[src/rtl/garegga_prog_fifo.sv]
// Download write buffer: merges byte-lane halves into masked 16-bit words, queues them in a
// small FIFO and feeds the SDRAM programming port with a hold-until-ready handshake.
module garegga_prog_fifo #(
  parameter int unsigned DEPTH        = 16,
  parameter int unsigned AW           = 22,
  parameter int unsigned FLUSH_CYCLES = 64
) (
  input  logic          i_clk,
  input  logic          i_reset_n,
  input  logic          i_downloading,
  input  logic          i_we,
  input  logic [AW-1:0] i_addr,
  input  logic [7:0]    i_data,
  input  logic [1:0]    i_mask,
  input  logic [1:0]    i_ba,
  output logic [AW-1:0] o_addr,
  output logic [15:0]   o_data,
  output logic [1:0]    o_mask,
  output logic [1:0]    o_ba,
  output logic          o_we,
  input  logic          i_rdy,
  output logic          o_busy,
  output logic          o_overflow,
  output logic [15:0]   o_words
);

  localparam int unsigned PW = $clog2(DEPTH);
  localparam int unsigned EW = AW + 20;
  localparam int unsigned CW = $clog2(FLUSH_CYCLES + 1);

  typedef enum logic [1:0] {StIdle, StWait, StGap} state_t;

  logic          r_pend_valid;
  logic [AW-1:0] r_pend_addr;
  logic [1:0]    r_pend_ba;
  logic [15:0]   r_pend_data;
  logic [1:0]    r_pend_mask;
  logic [CW-1:0] r_idle;
  logic          r_dl_q;
  logic          r_dl_fall;

  logic [EW-1:0] r_mem [DEPTH];
  logic [PW:0]   r_wr;
  logic [PW:0]   r_rd;
  logic          r_overflow;

  state_t        r_state;
  state_t        w_state_next;
  logic [AW-1:0] r_out_addr;
  logic [15:0]   r_out_data;
  logic [1:0]    r_out_mask;
  logic [1:0]    r_out_ba;
  logic [15:0]   r_words;

  logic          w_merge;
  logic          w_flush;
  logic          w_push;
  logic          w_push_ok;
  logic          w_pop;
  logic          w_empty;
  logic          w_full;
  logic [15:0]   w_merge_data;
  logic [EW-1:0] w_push_entry;
  logic [EW-1:0] w_head;

  // Merge only when both halves target the same word and write disjoint lanes.
  assign w_merge = r_pend_valid && (r_pend_addr == i_addr) && (r_pend_ba == i_ba) &&
                   ((r_pend_mask | i_mask) == 2'b11);
  assign w_merge_data = {i_mask[1] ? r_pend_data[15:8] : i_data,
                         i_mask[0] ? r_pend_data[7:0]  : i_data};
  assign w_flush = r_pend_valid && !i_we &&
                   ((r_idle == CW'(FLUSH_CYCLES - 1)) || r_dl_fall);

  always_comb begin
    w_push       = 1'b0;
    w_push_entry = {r_pend_addr, r_pend_ba, r_pend_data, r_pend_mask};
    if (i_we && r_pend_valid) begin
      w_push = 1'b1;
      if (w_merge) begin
        w_push_entry = {r_pend_addr, r_pend_ba, w_merge_data, r_pend_mask & i_mask};
      end
    end else if (w_flush) begin
      w_push = 1'b1;
    end
  end

  always_ff @(posedge i_clk or negedge i_reset_n) begin
    if (!i_reset_n) begin
      r_pend_valid <= 1'b0;
      r_pend_addr  <= '0;
      r_pend_ba    <= '0;
      r_pend_data  <= '0;
      r_pend_mask  <= 2'b11;
      r_idle       <= '0;
      r_dl_q       <= 1'b0;
      r_dl_fall    <= 1'b0;
    end else begin
      r_dl_q    <= i_downloading;
      r_dl_fall <= r_dl_q & ~i_downloading;
      if (i_we) begin
        r_idle <= '0;
        if (w_merge) begin
          r_pend_valid <= 1'b0;
        end else begin
          r_pend_valid <= 1'b1;
          r_pend_addr  <= i_addr;
          r_pend_ba    <= i_ba;
          r_pend_data  <= {2{i_data}};
          r_pend_mask  <= i_mask;
        end
      end else if (w_flush) begin
        r_pend_valid <= 1'b0;
        r_idle       <= '0;
      end else if (r_pend_valid) begin
        r_idle <= r_idle + CW'(1);
      end
    end
  end

  // Extra wrap bit distinguishes full from empty when the indices coincide.
  assign w_empty   = (r_wr == r_rd);
  assign w_full    = (r_wr[PW] != r_rd[PW]) && (r_wr[PW-1:0] == r_rd[PW-1:0]);
  assign w_pop     = (r_state == StIdle) && !w_empty;
  assign w_push_ok = w_push && (!w_full || w_pop);
  assign w_head    = r_mem[r_rd[PW-1:0]];

  always_ff @(posedge i_clk) begin
    if (w_push_ok) begin
      r_mem[r_wr[PW-1:0]] <= w_push_entry;
    end
  end

  always_ff @(posedge i_clk or negedge i_reset_n) begin
    if (!i_reset_n) begin
      r_wr       <= '0;
      r_rd       <= '0;
      r_overflow <= 1'b0;
    end else begin
      if (w_push_ok) begin
        r_wr <= r_wr + (PW+1)'(1);
      end
      if (w_pop) begin
        r_rd <= r_rd + (PW+1)'(1);
      end
      if (w_push && !w_push_ok) begin
        r_overflow <= 1'b1;
      end
    end
  end

  always_comb begin
    w_state_next = r_state;
    unique case (r_state)
      StIdle:  if (!w_empty) w_state_next = StWait;
      StWait:  if (i_rdy) w_state_next = StGap;
      StGap:   w_state_next = StIdle;
      default: w_state_next = StIdle;
    endcase
  end

  always_ff @(posedge i_clk or negedge i_reset_n) begin
    if (!i_reset_n) begin
      r_state    <= StIdle;
      r_out_addr <= '0;
      r_out_data <= '0;
      r_out_mask <= 2'b11;
      r_out_ba   <= '0;
      r_words    <= '0;
    end else begin
      r_state <= w_state_next;
      if (w_pop) begin
        {r_out_addr, r_out_ba, r_out_data, r_out_mask} <= w_head;
      end
      if ((r_state == StWait) && i_rdy) begin
        r_words <= r_words + 16'd1;
      end
    end
  end

  assign o_addr     = r_out_addr;
  assign o_data     = r_out_data;
  assign o_mask     = r_out_mask;
  assign o_ba       = r_out_ba;
  assign o_we       = (r_state == StWait);
  assign o_busy     = r_pend_valid || !w_empty || (r_state != StIdle);
  assign o_overflow = r_overflow;
  assign o_words    = r_words;

endmodule

[config.mk]
export PLATFORM = sky130hd
export DESIGN_NAME = garegga_prog_fifo
export DESIGN_NICKNAME = d
export VERILOG_FILES = /design/src/rtl/garegga_prog_fifo.sv
export SDC_FILE = /design/constraint.sdc
export NUM_CORES = 1
export LEC_CHECK = 0
export CAP_MARGIN = 0
export CORE_MARGIN = 4
export CORE_UTILIZATION = 45
export CTS_BUF_LIST = sky130_fd_sc_hd__clkbuf_8
export CTS_CLUSTER_SIZE = 10
export DETAILED_ROUTE_END_ITERATION = 8
export PLACE_DENSITY = 0.71
export SYNTH_ARGS = -nofsm -noshare
export SYNTH_HDL_FRONTEND = slang
export SYNTH_SLANG_ARGS = --single-unit
[constraint.sdc]
create_clock -name i_clk -period 12.11 [get_ports i_clk]
set_clock_uncertainty 0.1 [all_clocks]
set_input_delay 2.422 -clock i_clk [delete_from_list [all_inputs] [get_ports i_clk]]
set_output_delay 2.422 -clock i_clk [all_outputs]
set_load 0.005 [all_outputs]
==> metrics.yaml, run 1 <==
grt:
  grt_overflow: 0
  grt_pass1_wl_um: 100000
  antenna_found_initial: 0
  grt_max_degree: 68
  grt_usage_pct: 18.9
  grt_pass1_vias: 16100
worst_setup_path:
  cp_slowest_cell: "dfrtp_4"
  r2r_slack_ns: 8.11
  startpoint: "r_rd[0]$_DFFE_PN0P_"
  r2r_end: "o_addr[10]$_DFFE_PN0P_"
  critPathTopFamily: "flip-flops"
  worstRegToRegCells: 6
  cp_max_fo: 40
  critical_path_class: "reg2out"
  worst_setup_path_start_kind: "register"
  cp.depth: 4
  worstPathArrival_ns: 2.77
  endpoint_kind: "output port"
  worstPathCellList: "xnor2_1 -> and4_1 -> nand4b_1 -> clkdlybuf4s50_1"
  r2r-start: "r_rd[1]$_DFFE_PN0P_"
  critPathBufInv: 1
  critical_path_required_ns: 9.59
  slowest_delay_ns: 0.94
logic_synthesis:
  synth_top_area_share_pct: 66.6
  ys_warn_count: 0
  synth_edf_count: 672
  syn_area_sq_um: 30300
  ys_top_cells_by_count: "edfxtp_1, mux4_2, dfrtp_1"
  synth-seq-cells: 787
  async_flop_share_pct: 14.6
  syn_nets: 1500
  synth_top_area_cell: "edfxtp_1"
  yosys.cell_count.top_type: "edfxtp_1"
  synth_cells: 1454
  synth.avg_cell_area_sq_um: 20.8
  ys.flop_type: "edfxtp_1"
  ys_types: 46
  synthTopCellsByArea: "edfxtp_1, mux4_2, dfrtp_1, a22oi_1, mux2_2"
  yosysSeqAreaShare_pct: 76.1
timing:
  timing.slew.headroom_pct: 26.9
  finalSetupViolCount: 0
  worst_pin_slew_ns: 1.09
  timing.final.crit_share_pct: 43.7
  period_needed_ns: 5.29
  max_freq_mhz: 189
  worst_slack_ns: 6.82
  grt_setup_unrepaired: "no"
  finalSetupTns_ns: 0
  slew_viol_final: 0
  hold_violations: 0
  hold_ws_ns: 0.375
final_layout:
  instances_no_fill: 2594
  area_growth_pct: 14.1
  utilization_pct: 52.2
  fin_nets: 1672
  finish.instance_area_sq_um: 34600
  drive_above_1_share_pct: 25.1
  antennaDiodeCount: 0
  num-fill-cells: 5059
floorplan:
  top_level_ports: 100
  die_y_um: 268
  dieWidth_um: 268
  initial_core_util_pct: 45.8
  core_sq_um: 66200
  rows: 94
  dieArea_sq_um: 71600
clock_tree:
  cts_buffers: 118
  clockBufferDepth: 3
  cts.sinks: 787
  post_cts_buffers: 0
  cts_tree: "done"
  clk_pin_slew_ns: 0.06
  ctsResizeCount: 0
  insertion_delay_ns: 0.70
  h-tree-depth: 3
  cts_root_buf: "clkbuf_8"
  cts_hold_buf: 0
detailed_routing:
  wl_per_cell_um: 25.6
  viasPerCell: 5.82
  wl_met3_um: 6420
  top_layer: "met4"
  drt-initial-drc-count: 1646
  finalWirelength_um: 66500
  drc: 0
  num_vias: 15100
  drtPass1Iterations: 7
  ant_nets: 0
  met2_length_um: 31000
  wirelength_met1_um: 27700
pwr:
  peakVddDrop_uv: 190
  total_power_mw: 7.57
  power_per_cell_area_nw_per_um2: 219
  power.leakage_nw: 11.7
hold_path:
  hold_depth: 1
  hp-start: "o_addr[21]$_DFFE_PN0P_"
  hp-class: "reg2reg"
  whs_endpoint: "o_addr[21]$_DFFE_PN0P_"
outcome:
  status: "finished clean"
placed_design:
  gp_congestion: 0.801
  placed_area_sq_um: 32300
  pre_cts_slack_ns: 6.43
  dp_hpwl_um: 35900
  io_buffers: 99
  place_inst: 2370
run:
  max-cap-violations: 0
-- placed cells by master, fill, tap and decap left out, types with 4 or more instances in the layout --
cell type and n:
a22oi_1 84, nand2b_1 6, xnor2_1 41, nor3_1 12, dfstp_2 4, clkbuf_8 129, mux2_2 53, a21o_1 42
nor2_1 19, a21oi_1 42, and2_2 13, o21ai_0 8, xor2_1 10, inv_1 58, clkinv_2 12, dfrtp_1 109
nand4_1 11, clkdlybuf4s50_1 98, ha_1 7, mux4_2 168, clkinv_1 31, buf_4 30, nor2b_1 5, nand3_1 7
nand2_1 18, edfxtp_1 672
-- flip-flops by register name (all words and copies together) (netlist names) --
name          count
r_dl_q            1
r_idle            7
r_mem           672
o_addr           22
o_words          16
o_data           16
o_ba              2
r_pend_addr      22
r_wr              5
r_state           2
r_pend_valid      1
r_pend_data       8
r_pend_ba         2
r_pend_mask       2
r_rd              5
r_dl_fall         1
o_mask            2
o_overflow        1
-- worst reg2reg max path, delay by kind of cell (launching register included) --
kind	cells	cell delay, ns
compound gates	3	0.61
mux	1	0.48
flops	1	0.82
buf+inv	2	1.88
-- cell families (layout without fill, tap and decap cells) --
| logic type | Yosys count | after routing | synth area share [%] |
|---|---|---|---|
| AOI/OAI and AO/OA | 188 | 188 | 4.30 |
| adders and majority gates | 7 | 7 | 0.289 |
| muxes | 221 | 221 | 14.5 |
| DFF | 787 | 787 | 76.1 |
| buffers and inverters | 90 | 366 | 1.36 |
| xor gates and xnor gates | 51 | 51 | 1.47 |
| and+or+nand+nor | 110 | 110 | 2.02 |
-- worst max path at each step --
stage                                         to
after detailed placement  r_mem[4][40]$_DFFE_PP_
after global routing                      o_busy
after floorplan           r_mem[11][0]$_DFFE_PP_
after CTS                                 o_busy
after global placement    r_mem[4][35]$_DFFE_PP_
final                                     o_busy
-- routing by layer --
layer | vias up | GRT usage [%]
met2 | 686 | 28.9
met3 | 118 | 5.48
met4 | 0 | 5.06
met5 | - | 0
li1 | 6347 | -
met1 | 7946 | 27.1
-- cell type report --
class                   count  area (sq um)  area share [%]
flip-flops and latches    787         23100            66.7
repair buffers            129          1220            3.52
inverters                  13          48.8           0.141
well taps                 864          1080            3.13
multi-input cells         577          6910            20.0
clock buffers             129          1780            5.14
clock inverters            95           469            1.36
-- power by group --
part | internal, mW | total [mW] | switching (mW)
Sequential | 3.29 | 3.52 | 0.230
Clock | 1.04 | 2.02 | 0.978
Combinational | 0.971 | 2.03 | 1.06
No activity file was read; power rests on OpenSTA's default activity.
==> run 2: changes to the inputs <==
Clock period 12.11 ns to 5.3 ns, I/O delays scaled along.
==> run 2 against run 1 <==
Sequential power is 130% higher. Register-to-register slack worse by 6.5 ns. Die area stayed put. Cell area is 0.71% higher. Combinational power is 140% higher. Critical path type unchanged. Critical endpoint unchanged.
==> metrics.yaml, run 2 (synthesized netlist as in run 1, its figures left out) <==
final_layout:
  finish.instance_area_sq_um: 34800
  num-fill-cells: 5056
  area_growth_pct: 14.9
  antennaDiodeCount: 0
  most-common-layout-cells: "edfxtp_1, mux4_2, clkbuf_8, dfrtp_1, clkdlybuf4s50_1"
  fin_nets: 1676
  instances_no_fill: 2595
  mostFrequentLayoutCell: "edfxtp_1"
  largest_reg_flops: 672
  drive_above_1_share_pct: 26.1
worst_setup_path:
  cp_max_fo: 28
  worstPathArrival_ns: 2.64
  worst_setup_path_start_kind: "register"
  critical_path_class: "reg2out"
  critical_path_required_ns: 4.14
  startpoint: "r_rd[0]$_DFFE_PN0P_"
  r2r-start: "r_rd[0]$_DFFE_PN0P_"
  endpoint_kind: "output port"
clock_tree:
  clockBufferDepth: 3
  cts_hold_buf: 0
  cts_tree: "done"
  ctsResizeCount: 0
  cts_buffers: 119
  cts_root_buf: "clkbuf_8"
  insertion_delay_ns: 0.71
  clk_pin_slew_ns: 0.07
  post_cts_buffers: 0
  h-tree-depth: 3
  cts.sinks: 787
outcome:
  status: "finished clean"
floorplan:
  initial_core_util_pct: 45.8
  rows: 94
  core_sq_um: 66200
  dieArea_sq_um: 71600
  dieWidth_um: 268
  die_y_um: 268
  top_level_ports: 100
hold_path:
  hp-class: "in2async"
timing:
  worst_slack_ns: 1.50
  period_needed_ns: 3.80
  grt_setup_unrepaired: "no"
  timing.slew.headroom_pct: 16.2
  worst_pin_slew_ns: 1.25
  finalSetupViolCount: 0
  hold_violations: 0
  hold_ws_ns: 0.332
  max_freq_mhz: 263
  slew_viol_final: 0
  timing.final.crit_share_pct: 71.7
grt:
  grt_usage_pct: 18.9
  grt_max_degree: 172
  antenna_found_initial: 1
  grt_pass1_wl_um: 101000
  grt_overflow: 0
  grt_pass1_vias: 16000
placed_design:
  io_buffers: 99
  placed_area_sq_um: 32400
  pre_cts_slack_ns: 1.19
  dp_hpwl_um: 37400
  gp_congestion: 0.819
  place_inst: 2373
pwr:
  total_power_mw: 17.6
  power.leakage_nw: 11.7
  power_per_cell_area_nw_per_um2: 506
  peakVddDrop_uv: 454
detailed_routing:
  drt-initial-drc-count: 1765
  viasPerCell: 5.87
  num_vias: 15200
  ant_nets: 0
  drc: 0
  wl_per_cell_um: 26.0
  drtPass1Iterations: 5
  finalWirelength_um: 67400
run:
  max-cap-violations: 0
-- run 2: critical path, stage by stage (launching register included) --
cell and delay [ns]:
dfrtp_4 0.82, xnor2_1 0.22, and4_1 0.25, nand4b_1 0.15
clkdlybuf4s50_1 0.49
-- run 2: final cells by class --
| class | count | area [sq um] | share of cell area [%] |
|---|---|---|---|
| clock inverters | 87 | 510 | 1.47 |
| inverters | 13 | 48.8 | 0.140 |
| multi-input cells | 577 | 6910 | 19.8 |
| flip-flops and latches | 787 | 23100 | 66.3 |
| clock buffers | 135 | 1860 | 5.34 |
| repair buffers | 132 | 1340 | 3.85 |
| well taps | 864 | 1080 | 3.11 |
-- run 2: path summary, 6_finish.rpt --
check / end / slack, ns / depth (start not counted)
setup reg to reg: r_mem[2][26]$_DFFE_PP_ / 1.65 / 6
min in group i_clk: o_addr[19]$_DFFE_PN0P_ / 0.37 / 1
hold reg to reg: o_addr[19]$_DFFE_PN0P_ / 0.37 / 1
setup / recovery: o_busy / 1.50 / 4
hold / removal: o_addr[3]$_DFFE_PN0P_ / 0.33 / 1
max in group asynchronous: o_addr[20]$_DFFE_PN0P_ / 3.69 / 2
-- run 2: report_power, final --
part | leakage, nW | internal (mW) | switching, mW | total (mW)
logic | 2.92 | 2.26 | 2.54 | 4.80
clock network | 1.36 | 2.57 | 2.27 | 4.85
registers | 7.46 | 7.52 | 0.451 | 7.97
total | 11.7 | 12.4 | 5.26 | 17.6
-- run 2: per-stage QoR --
step | setup TNS, ns | util [%]
final | 0 | 52.6
after detailed placement | 0 | 49.0
after CTS | 0 | 52.6
after global placement | 0 | 49.0
after global routing | 0 | 52.6
after floorplan | -115.07 | -
-- run 2: layer usage --
metal	up-vias	track usage (%)	wire (um)
met5	-	0	0
met4	0	4.30	1120
met3	94	4.73	5890
met2	694	29.4	32000
met1	8094	27.5	28400
li1	6349	-	-
==> run 3: changes to the inputs <==
Settings changed: PLACE_DENSITY 0.71 to 0.73.
Clock period 5.3 ns to 3.48 ns, I/O delays scaled along.
==> run 3 against run 2 <==
Power up 50%. Critical path depth unchanged. Sequential cell count unchanged.
==> metrics.yaml, run 3 (synthesized netlist as in run 1, its figures left out) <==
outcome:
  status: "finished clean"
final_layout:
  largest_reg_flops: 672
  area_growth_pct: 15.6
  drive_above_1_share_pct: 25.8
  mostFrequentLayoutCell: "edfxtp_1"
  finish.instance_area_sq_um: 35000
  most-common-layout-cells: "edfxtp_1, mux4_2, clkbuf_8, dfrtp_1, clkdlybuf4s50_1"
  fin_nets: 1701
floorplan:
  die_y_um: 268
  initial_core_util_pct: 45.8
  dieWidth_um: 268
  rows: 94
  dieArea_sq_um: 71600
  core_sq_um: 66200
  top_level_ports: 100
placed_design:
  gp_congestion: 0.825
  dp_hpwl_um: 36800
  io_buffers: 99
  placed_area_sq_um: 32900
timing:
  hold_violations: 0
  timing.final.crit_share_pct: 92.3
  max_freq_mhz: 311
  slew_viol_final: 0
  worst_pin_slew_ns: 1.08
  grt_setup_unrepaired: "no"
  period_needed_ns: 3.21
  finalSetupViolCount: 0
  hold_ws_ns: 0.359
  timing.slew.headroom_pct: 28.1
detailed_routing:
  finalWirelength_um: 68200
  viasPerCell: 5.82
  drc: 0
  drtPass1Iterations: 5
  num_vias: 15200
  wl_per_cell_um: 26.0
  ant_nets: 0
  drt-initial-drc-count: 1798
worst_setup_path:
  critical_path_class: "reg2out"
  cp_max_fo: 13
  endpoint_kind: "output port"
  critical_path_required_ns: 2.68
  worst_setup_path_start_kind: "register"
  worstPathArrival_ns: 2.41
grt:
  grt_usage_pct: 19.4
  grt_overflow: 0
  grt_pass1_wl_um: 102000
  grt_pass1_vias: 16100
  grt_max_degree: 172
  antenna_found_initial: 5
pwr:
  power_per_cell_area_nw_per_um2: 754
  peakVddDrop_uv: 660
  power.leakage_nw: 11.8
  total_power_mw: 26.4
run:
  max-cap-violations: 0
clock_tree:
  clk_pin_slew_ns: 0.06
  h-tree-depth: 3
  cts_root_buf: "clkbuf_8"
  cts_buffers: 120
  ctsResizeCount: 0
  cts.sinks: 787
  insertion_delay_ns: 0.71
  clockBufferDepth: 3
  cts_tree: "done"
hold_path:
  hp-class: "in2reg"
## run 3: cell count changes in the layout (fill, tap and decap cells not counted), sizes merged
cell         change
dlygate4sd3      +1
diode            +3
clkinv           +9
buf             +23
bufinv           -4
clkbuf           -7
inv              -3
## run 3: what timing repair did
action                     in CTS  in global routing
hold endpoints to repair       67                  0
hold buffers                    1                  0
buffers inserted                0                  0
setup endpoints to repair       0                  0
## run 3: layout make-up
cell class	instances	area, sq um
Antenna cell	3	7.51
Clock buffer	128	1760
Clock inverter	89	380
Fill cell	5019	31200
Inverter	13	48.8
Multi-Input combinational cell	577	6930
Sequential cell	787	23100
Tap cell	864	1080
Timing Repair Buffer	156	1760
## run 3: through the flow
step,setup TNS (ns),utilization (%),std cells,setup WS [ns]
floorplan,-118.14,-,1454,-0.726
global placement,0,49.7,2396,0.108
detailed placement,0,49.7,2396,0.179
CTS,0,52.9,2614,0.223
global route,0,52.9,2614,0.137
finish,0,52.9,2617,0.269
## run 3: path summary, 6_finish.rpt
| kind | start | endpoint | slack, ns | cells after the start |
|---|---|---|---|---|
| hold / removal | i_downloading | r_dl_q$_DFF_PN0_ | 0.36 | 1 |
| max in group asynchronous | i_reset_n | o_addr[0]$_DFFE_PN0P_ | 1.94 | 3 |
| hold reg to reg | o_addr[16]$_DFFE_PN0P_ | o_addr[16]$_DFFE_PN0P_ | 0.37 | 1 |
| setup / recovery | r_rd[0]$_DFFE_PN0P_ | o_busy | 0.27 | 4 |
| min in group asynchronous | i_reset_n | o_words[7]$_DFFE_PN0P_ | 0.52 | 2 |
| setup reg to reg | r_idle[0]$_DFFE_PN0P_ | r_mem[4][33]$_DFFE_PP_ | 0.51 | 7 |
## run 3: routing by layer
| metal | vias up | part of all wire [%] | track usage, % |
|---|---|---|---|
| li1 | 6405 | - | - |
| met1 | 8015 | 42 | 28.0 |
| met2 | 711 | 48 | 30.4 |
| met3 | 88 | 8.6 | 4.42 |
| met4 | 4 | 1.7 | 5.00 |
| met5 | - | 0.040 | 0 |
## run 3: where the power goes
part           internal, mW  leakage [nW]  switching, mW
clock network          3.44          1.23           3.37
registers              11.5          7.46          0.627
logic                  3.58          3.11           3.94
total                  18.5          11.8           7.93
## run 3: critical path: stages (launching register included)
cell	delay (ns)
dfrtp_4	0.60
xnor2_1	0.20
and4_1	0.28
nand4b_1	0.14
clkdlybuf4s50_1	0.49
